### src/rtl/pdm2pcm_pkg.sv
// Shared types and constants for the PDM-to-PCM capture controller.
package pdm2pcm_pkg;

  typedef enum logic [1:0] {
    ST_IDLE,
    ST_WARMUP,
    ST_RUN
  } capture_state_t;

  typedef enum logic [1:0] {
    LEFT_ONLY  = 2'b00,
    RIGHT_ONLY = 2'b01,
    STEREO     = 2'b10
  } channel_mode_t;

  localparam logic CHANNEL_LEFT  = 1'b0;
  localparam logic CHANNEL_RIGHT = 1'b1;
  localparam int   PCM_W         = 16;

  // Returns {right_enabled, left_enabled}; both encodings 10 and 11 mean stereo.
  function automatic logic [1:0] mode_enables(input logic [1:0] mode);
    if (mode == LEFT_ONLY)       return 2'b01;
    else if (mode == RIGHT_ONLY) return 2'b10;
    else                         return 2'b11;
  endfunction

endpackage

### src/rtl/pdm2pcm_sample_fifo.sv
// First-word fall-through PCM sample FIFO with synchronous flush.
module pdm2pcm_sample_fifo
  import pdm2pcm_pkg::*;
#(
  parameter int DEPTH = 8
) (
  input  logic             clk,
  input  logic             rst,
  input  logic             flush,
  input  logic             push,
  input  logic             pop,
  input  logic [PCM_W-1:0] data,
  output logic [PCM_W-1:0] head,
  output logic             empty,
  output logic             full
);
  localparam int AW = $clog2(DEPTH);
  localparam logic [AW:0] FULL_COUNT = (AW+1)'(DEPTH);

  logic [PCM_W-1:0] mem [DEPTH];
  logic [AW-1:0]    wr_ptr, rd_ptr;
  logic [AW:0]      count;
  logic             do_push, do_pop;

  assign empty   = (count == '0);
  assign full    = (count == FULL_COUNT);
  assign do_pop  = pop && !empty;
  // A pop in the same cycle frees the slot a push on full needs.
  assign do_push = push && (!full || do_pop);
  assign head    = empty ? '0 : mem[rd_ptr];

  always_ff @(posedge clk or posedge rst) begin
    if (rst) begin
      wr_ptr <= '0;
      rd_ptr <= '0;
      count  <= '0;
    end else if (flush) begin
      wr_ptr <= '0;
      rd_ptr <= '0;
      count  <= '0;
    end else begin
      if (do_push) wr_ptr <= wr_ptr + 1'b1;
      if (do_pop)  rd_ptr <= rd_ptr + 1'b1;
      case ({do_push, do_pop})
        2'b10:   count <= count + 1'b1;
        2'b01:   count <= count - 1'b1;
        default: ;
      endcase
    end
  end

  always_ff @(posedge clk) begin
    if (do_push && !flush) mem[wr_ptr] <= data;
  end

endmodule

### src/rtl/pdm2pcm_capture_controller.sv
// PDM capture sequencer: mic clock generation, L/R bit capture into the shared
// pipeline, filter warm-up discard and per-channel PCM FIFOs.
module pdm2pcm_capture_controller
  import pdm2pcm_pkg::*;
#(
  parameter int FIFO_DEPTH     = 8,
  parameter int WARMUP_SAMPLES = 4
) (
  input  logic             clk_i,
  input  logic             rst_i,
  input  logic             enable_i,
  input  logic [7:0]       clock_divider_i,
  input  logic [1:0]       channel_mode_i,
  input  logic             clear_i,
  output logic             pdm_clk_o,
  input  logic             pdm_data_i,
  output logic             pipe_clk_en_o,
  output logic             pipe_pdm_o,
  output logic             pipe_valid_o,
  output logic             pipe_channel_o,
  input  logic [PCM_W-1:0] pipe_pcm_i,
  input  logic             pipe_valid_i,
  input  logic             pipe_channel_i,
  input  logic             pipe_invalid_i,
  input  logic             left_read_i,
  input  logic             right_read_i,
  output logic [PCM_W-1:0] left_pcm_o,
  output logic [PCM_W-1:0] right_pcm_o,
  output logic             left_empty_o,
  output logic             right_empty_o,
  output logic             overflow_o,
  output logic             error_o
);
  // state     | meaning
  // ST_IDLE   | pipeline gated off, mic clock parked low, return path ignored
  // ST_WARMUP | clocks running, filter output counted and discarded
  // ST_RUN    | returned PCM samples pushed into the channel FIFOs
  localparam int WW = $clog2(WARMUP_SAMPLES + 1);
  localparam logic [WW-1:0] WARM_DONE = WW'(WARMUP_SAMPLES);

  capture_state_t state, state_nxt;
  logic [7:0]     div_q, cnt;
  logic           en_l, en_r, started;
  logic [WW-1:0]  warm_l, warm_r, warm_l_nxt, warm_r_nxt;
  logic           active, tick, cap_l, cap_r, flush;
  logic           ret_l, ret_r, push_l, push_r, drop_l, drop_r;
  logic           left_full, right_full;

  assign active        = (state != ST_IDLE);
  assign pipe_clk_en_o = active;
  assign tick          = active && (cnt == div_q - 8'd1);
  // The low phase before the first rising edge carries no mic data, so the
  // first capture after enable is always LEFT.
  assign cap_l = tick && enable_i && pdm_clk_o && en_l;
  assign cap_r = tick && enable_i && !pdm_clk_o && started && en_r;

  assign ret_l  = pipe_valid_i && (pipe_channel_i == CHANNEL_LEFT) && en_l;
  assign ret_r  = pipe_valid_i && (pipe_channel_i == CHANNEL_RIGHT) && en_r;
  assign push_l = (state == ST_RUN) && ret_l;
  assign push_r = (state == ST_RUN) && ret_r;
  assign drop_l = push_l && left_full && !(left_read_i && !left_empty_o);
  assign drop_r = push_r && right_full && !(right_read_i && !right_empty_o);
  assign flush  = (state == ST_IDLE) && enable_i;

  always_comb begin
    state_nxt  = state;
    warm_l_nxt = warm_l;
    warm_r_nxt = warm_r;
    unique case (state)
      ST_IDLE: begin
        warm_l_nxt = '0;
        warm_r_nxt = '0;
        if (enable_i) state_nxt = ST_WARMUP;
      end
      ST_WARMUP: begin
        if (ret_l && warm_l != WARM_DONE) warm_l_nxt = warm_l + 1'b1;
        if (ret_r && warm_r != WARM_DONE) warm_r_nxt = warm_r + 1'b1;
        if (!enable_i)
          state_nxt = ST_IDLE;
        else if ((!en_l || warm_l_nxt == WARM_DONE) && (!en_r || warm_r_nxt == WARM_DONE))
          state_nxt = ST_RUN;
      end
      ST_RUN:  if (!enable_i) state_nxt = ST_IDLE;
      default: state_nxt = ST_IDLE;
    endcase
  end

  always_ff @(posedge clk_i or posedge rst_i) begin
    if (rst_i) begin
      state          <= ST_IDLE;
      div_q          <= '0;
      en_l           <= 1'b0;
      en_r           <= 1'b0;
      cnt            <= '0;
      pdm_clk_o      <= 1'b0;
      started        <= 1'b0;
      pipe_pdm_o     <= 1'b0;
      pipe_valid_o   <= 1'b0;
      pipe_channel_o <= 1'b0;
      warm_l         <= '0;
      warm_r         <= '0;
      overflow_o     <= 1'b0;
      error_o        <= 1'b0;
    end else begin
      state        <= state_nxt;
      warm_l       <= warm_l_nxt;
      warm_r       <= warm_r_nxt;
      pipe_valid_o <= cap_l || cap_r;
      if (cap_l || cap_r) begin
        pipe_pdm_o     <= pdm_data_i;
        pipe_channel_o <= cap_r ? CHANNEL_RIGHT : CHANNEL_LEFT;
      end

      if (state == ST_IDLE) begin
        cnt       <= '0;
        pdm_clk_o <= 1'b0;
        started   <= 1'b0;
        if (enable_i) begin
          div_q        <= (clock_divider_i == 8'd0) ? 8'd1 : clock_divider_i;
          {en_r, en_l} <= mode_enables(channel_mode_i);
        end
      end else if (!enable_i) begin
        cnt       <= '0;
        pdm_clk_o <= 1'b0;
        started   <= 1'b0;
      end else if (tick) begin
        cnt       <= '0;
        pdm_clk_o <= !pdm_clk_o;
        if (!pdm_clk_o) started <= 1'b1;
      end else begin
        cnt <= cnt + 8'd1;
      end

      if (drop_l || drop_r) overflow_o <= 1'b1;
      else if (clear_i)     overflow_o <= 1'b0;
      if (pipe_invalid_i && active) error_o <= 1'b1;
      else if (clear_i)             error_o <= 1'b0;
    end
  end

  pdm2pcm_sample_fifo #(.DEPTH(FIFO_DEPTH)) u_left_fifo (
    .clk   (clk_i),
    .rst   (rst_i),
    .flush (flush),
    .push  (push_l),
    .pop   (left_read_i),
    .data  (pipe_pcm_i),
    .head  (left_pcm_o),
    .empty (left_empty_o),
    .full  (left_full)
  );

  pdm2pcm_sample_fifo #(.DEPTH(FIFO_DEPTH)) u_right_fifo (
    .clk   (clk_i),
    .rst   (rst_i),
    .flush (flush),
    .push  (push_r),
    .pop   (right_read_i),
    .data  (pipe_pcm_i),
    .head  (right_pcm_o),
    .empty (right_empty_o),
    .full  (right_full)
  );

endmodule

### config.mk
export PLATFORM = sky130hd
export DESIGN_NAME = pdm2pcm_capture_controller
export DESIGN_NICKNAME = d
export VERILOG_FILES = /design/src/rtl/pdm2pcm_pkg.sv /design/src/rtl/pdm2pcm_sample_fifo.sv /design/src/rtl/pdm2pcm_capture_controller.sv
export SDC_FILE = /design/constraint.sdc
export NUM_CORES = 1
export LEC_CHECK = 0
export CORE_MARGIN = 5
export CORE_UTILIZATION = 50
export CTS_BUF_LIST = sky130_fd_sc_hd__clkbuf_16
export DETAILED_ROUTE_END_ITERATION = 7
export HOLD_SLACK_MARGIN = 0.1
export PLACE_DENSITY = 0.67
export SETUP_SLACK_MARGIN = 0.05
export SYNTH_ARGS = -nofsm -noshare
export SYNTH_HDL_FRONTEND = slang
export SYNTH_SLANG_ARGS = --single-unit
### constraint.sdc
create_clock -name clk_i -period 4.1 [get_ports clk_i]
set_input_delay 0.82 -clock clk_i [delete_from_list [all_inputs] [get_ports clk_i]]
set_output_delay 0.82 -clock clk_i [all_outputs]
set_load 0.005 [all_outputs]
# Yosys cells after proc, flatten, opt, wreduce, memory -nomap -nowiden
# Memory sizes are Yosys's and may differ from the RTL's.
# Index checks and enable logic that the tools add are counted.
# Widths: inputs -> output; s select.
# totals
regBits	53
latchBits	0
ramBits	256
mem_bits_ro	0
input_bits	36
out_inout_bits	41
wordCells	162
memories	2
# op_classes
addsub	12
multipliers	0
div_mod_pow	0
magnitude_cmp	0
eq_ne	19
shift	0
n_mux	46
bitwise_logic	1
n_reduce_logical	62
# memory_table
name	depth	width	rd	rd_ports_with_merged_regs	wr	line_no	rtl
u_left_fifo.mem	8	16	1	0	1	pdm2pcm_sample_fifo.sv:20	logic [PCM_W-1:0] mem [DEPTH];
u_right_fifo.mem	8	16	1	0	1	pdm2pcm_sample_fifo.sv:20	
# ops
op	n
$mux 3	12
$mux 16	2
$mux 8	4
$logic_and 1x1->1	28
$add 3x1->3 const B	6
$mux 1	16
$pmux 4 s2	2
$reduce_bool 2->1	8
$pmux 3 s2	2
$logic_not 1->1	10
$mux 2	5
$ne 3x3->1 const B	3
$add 4x1->4 const B	2
$add 8x1->8 const B	1
$eq 2x1->1 const B	4
$eq 4x4->1 const B	2
$eq 8x8->1	1
$logic_not 4->1	2
$logic_not 8->1	1
$mux 4	2
$sub 4x1->4 const B	2
$sub 8x1->8 const B	1
$eq 2x2->1 const B	3
$eq 3x3->1 const B	2
10 further kinds	19

# Depth between registers and ports, before layout
# depth
ltp_word	12
ltp_mapped	9
depth_no_buf	8

# By module
# From an unflattened synthesis, not the netlist that was laid out.
# unflattened
hier_cells	758
area_unflattened_um2	13045.0
# by_module_without_submodules
module	instances	cells_per_inst	area_each_um2
pdm2pcm_sample_fifo	2	281	5594.1
pdm2pcm_capture_controller	1	196	1856.8

# Worst setup path before layout
# OpenSTA, ideal clock, no wires.
# synth_timing
path_type	in2reg
from	input pipe_channel_i
to	memory u_left_fifo.mem[0][0], enable pin
setup_ns	0.430
arrival_ns	2.865
required_ns	3.670
path_slack_ns	0.805
stages	4
path_buffers	0
cell_sequence	nand3b_1 -> nor2_1 -> nand2_1 -> nor4_1
# synth_via
elab_chain_cells	8
# synth_rtl
item	line_no	rtl
start, declared	pdm2pcm_capture_controller.sv:23	input logic pipe_channel_i,
$not 1->1	pdm2pcm_capture_controller.sv:57	assign ret_l = pipe_valid_i && (pipe_channel_i == CHANNEL_LEFT) && en_l;
$logic_and 1x1->1 (2 in series)	pdm2pcm_capture_controller.sv:57	
$logic_and 1x1->1	pdm2pcm_capture_controller.sv:59	assign push_l = (state == ST_RUN) && ret_l;
$logic_and 1x1->1	pdm2pcm_sample_fifo.sv:29	assign do_push = push && (!full || do_pop);
$logic_and 1x1->1	pdm2pcm_sample_fifo.sv:53	if (do_push && !flush) mem[wr_ptr] <= data;
$mux 1	pdm2pcm_sample_fifo.sv:53	
$mux 1 (implied by the code)	pdm2pcm_sample_fifo.sv:53	
end, declared	pdm2pcm_sample_fifo.sv:20	
# No other way between the ends.

# Worst setup path in the final report
# layout_timing
from	register u_left_fifo.rd_ptr[0]
to	output left_pcm_o[0]
# layout_via
elab_chain_cells	2
# layout_rtl
item	line_no	rtl
start, declared	pdm2pcm_sample_fifo.sv:21	logic [AW-1:0] wr_ptr, rd_ptr;
start signal, assigned	pdm2pcm_sample_fifo.sv:43	if (do_pop) rd_ptr <= rd_ptr + 1'b1;
$mem_v2 8x16	--	
$mux 16	pdm2pcm_sample_fifo.sv:30	assign head = empty ? '0 : mem[rd_ptr];
end, declared	pdm2pcm_capture_controller.sv:27	output logic [PCM_W-1:0] left_pcm_o,
# No other way between the ends.

==> impl_results.md <==
* TritonRoute pass-1 iters at 5
* Global-route wire length before repair at 40800 um
* Synth cell types at 54
* Max-slew violation count at 0
* Status: completed
* Clock tree buffer depth at 3
* Syn Inst Count at 761
* Post-cts resize count at 0
* Worst Hold Endpoint: div_q[7]
* CP max stage cell: dfrtp_2
* VDD IR-drop max at 0.345 mV
* Maximum operating frequency at 277 MHz
* CP Cell Sequence: buf_12 > mux4_2 > mux2i_1 > nor2_1 > clkdlybuf4s50_1
* Max_cap viols at 0
* Sequential area share after synthesis at 0.702
* TritonCTS clock tree: yes
* Reg2reg start: div_q[2]
* WP data required at 3.28 ns
* Routed Antenna Nets at 0
* Post-detail-place hpwl at 16100 um
* FF+latch count, synth at 309
* Final Critical Period at 3.61 ns
* DRC at 0
* Critical Path Sink Type: output pin
* Clock-pin slew on the worst setup and hold paths at 0.06 ns
* Worst setup SP type: flop
* Die height at 170 um
* Hold depth at 2
* Top post-synthesis cells by area: edfxtp_1 (60%), mux4_2 (11%), dfrtp_1 (10%), mux2i_1 (2.7%), nor2_1 (1.8%)
* Hold-fix buffers, CTS at 0
* Mapped Area at 12800 um^2
* Post-CTS setup buffers at 0
* Largest family of logic cells by synthesized area: multiplexers
* Vias/cell at 5.75
* Layout area overhead at 17.5%
* Skew-Pair Late Insertion Delay at 0.54 ns
* Commonest non-fill, non-tap cell in the layout: edfxtp_1
* Multi-input logic area at 3650 um^2
* Final hold vios at 0
* Synth warn at 0
* Largest net degree at the start of global routing at 54
* Std-Cell Rows at 58
* Final WL at 25400 um
* Final Wtd Congestion at 0.861
* Initial antenna violation count at 0
* Core area at 25300 um^2
* Post-synthesis compound-gate area fraction at 0.0385
* Syn_area_per_cell at 16.9 um^2
* Setup slack, reg-to-reg at 0.95 ns
* Post-route setup TNS at 0 ns
* Grt ovf at 0
* Most used DFF post-synth: edfxtp_1
* Die X at 170 um
* Commonest non-fill, non-tap cells in the layout: edfxtp_1 (256), clkdlybuf4s50_1 (76), mux4_2 (64)
* R2R cell count at 5
* Pwr/cell area at 575 nW/um^2
* Net Count, Synth at 813
* Fillers at 1879
* Pre-CTS setup slack at 0.814 ns
* Mux cell area share after synthesis at 0.143
* Total Nets Final at 916
* Synth async-reset ratio at 0.172
* Yosys top cell area share at 0.599
* DRT iter0 DRCs at 610
* R2r endpoint: pdm_clk_o
* EDFF count, synth at 256
* Normalized max-slew margin at 0.244
* Xor/xnor share of the synthesized area at 0.0177
* RSZ-0062 raised after global routing: no
* Post-Synth Adder-Cell Area at 0.0168
* Skew final at 0.0122 ns
* Num CTS Buffers at 30
* CTS root buf: clkbuf_16
* Hold Crit Class: reg -> reg
* Arrival time worst endpoint at 2.79 ns
* Post-synthesis simple-gate area fraction at 0.0645
* Crit path kind: reg -> out
* DIE AREA at 29000 um^2
* Min setup slack post-route at 0.488 ns
* IO Pins at 77
* Clock sink total at 309
* Leakage power at 0.00513 uW
* Ant diodes at 0
* CP max stage delay at 0.66 ns
* Starting Density at 0.508
* Tot GR Track Use at 0.179
* Crit-path leading delay family: multiplexers
* Reg area at 9020 um^2
* Core Util, Final at 0.597
* Layout cells sized above 1 at 0.165
* H-Tree Depth at 1
* Wire length per cell at 20.9 um
* HP Start: div_q[7]
* Leading area contributor after synthesis: edfxtp_1
* Worst-Margin Slew at 1.13 ns
* Vias at 6992
* Count of final setup violators at 0
* Final worst path period share at 0.881
* Vias in the first global route at 7460
* Worst path buffer plus inverter count at 2
* CP max FO at 22
* PortBufs at 76
==> final cells by class <==
type | count | area share
Tap cell | 330 | 0.0274
Timing Repair Buffer | 101 | 0.0646
Multi-Input combinational cell | 396 | 0.242
Inverter | 26 | 0.00647
Clock inverter | 23 | 0.0104
Sequential cell | 309 | 0.598
Clock buffer | 31 | 0.0514
==> worst max path at each step <==
stage / start / to / cells past startpoint
final: u_left_fifo.rd_ptr[0] / left_pcm_o[0] / 5
after global placement: right_read_i / u_right_fifo.count[3] / 9
after global routing: u_right_fifo.rd_ptr[0] / right_pcm_o[11] / 5
after CTS: u_left_fifo.rd_ptr[0] / left_pcm_o[0] / 5
after floorplan: pipe_channel_i / u_left_fifo.mem[0][0] / 4
after detailed placement: left_read_i / u_left_fifo.mem[4][11] / 6
==> routing by layer <==
layer,track usage,vias up,wire length (um)
met4,0.0434,0,503
met5,0,-,0
li1,-,3172,-
met3,0.0244,42,1320
met1,0.242,3595,10600
met2,0.311,183,13000
==> synth_stat cells, types with 3 or more instances <==
cell,number
a211oi_1,5
a21oi_1,13
a22o_1,5
a31oi_1,5
and2_1,3
and3_1,4
buf_1,10
clkbuf_1,19
dfrtp_1,53
edfxtp_1,256
ha_1,14
inv_1,24
mux2i_1,35
mux4_2,64
nand2_1,51
nand2b_1,7
nand3_1,10
nor2_1,62
nor2b_1,5
nor3_1,23
nor3b_1,3
o211ai_1,3
o21ai_0,18
or4_1,4
xnor2_1,14
xor2_1,12
==> cell families (layout without fill, tap and decap cells) <==
| kind of cell | Yosys count | count (layout) |
|---|---|---|
| compound gates | 70 | 70 |
| simple gates | 181 | 181 |
| flops | 309 | 309 |
| mux | 103 | 103 |
| xor+xnor | 26 | 26 |
| buf+inv | 56 | 181 |
| fa+ha+maj | 16 | 16 |
==> flip-flops by register name, summed over array words and instances, names as in the netlist, 2 cells and up <==
name / flops
u_left_fifo.mem: 128
u_right_fifo.mem: 128
cnt: 8
div_q: 8
u_left_fifo.count: 4
u_right_fifo.count: 4
u_left_fifo.rd_ptr: 3
u_left_fifo.wr_ptr: 3
u_right_fifo.rd_ptr: 3
u_right_fifo.wr_ptr: 3
warm_l: 3
warm_r: 3
state: 2
==> metrics by stage <==
stage               hold WS [ns]  instance area [um^2]  total power (uW)  cells
finish                     0.518                 15100              8680   1216
global route               0.537                 15100              9140   1216
CTS                        0.518                 15100              8770   1216
detailed placement         0.499                 14100              6200   1162
global placement           0.496                 14100              6120   1162
floorplan                  0.467                 12800              5200    761
==> tightest hold or removal path: stages (launching register included) <==
cell and delay, ns:
dfrtp_1 0.36, nand2_1 0.06, nand2_1 0.06
==> power breakdown <==
group / internal (uW) / leakage, uW / switching (uW) / total, uW
clock network: 1480 / 0.000488 / 1100 / 2580
logic: 1340 / 0.00164 / 1060 / 2400
registers: 3490 / 0.00300 / 206 / 3700
(Power assumes the default switching activity.)
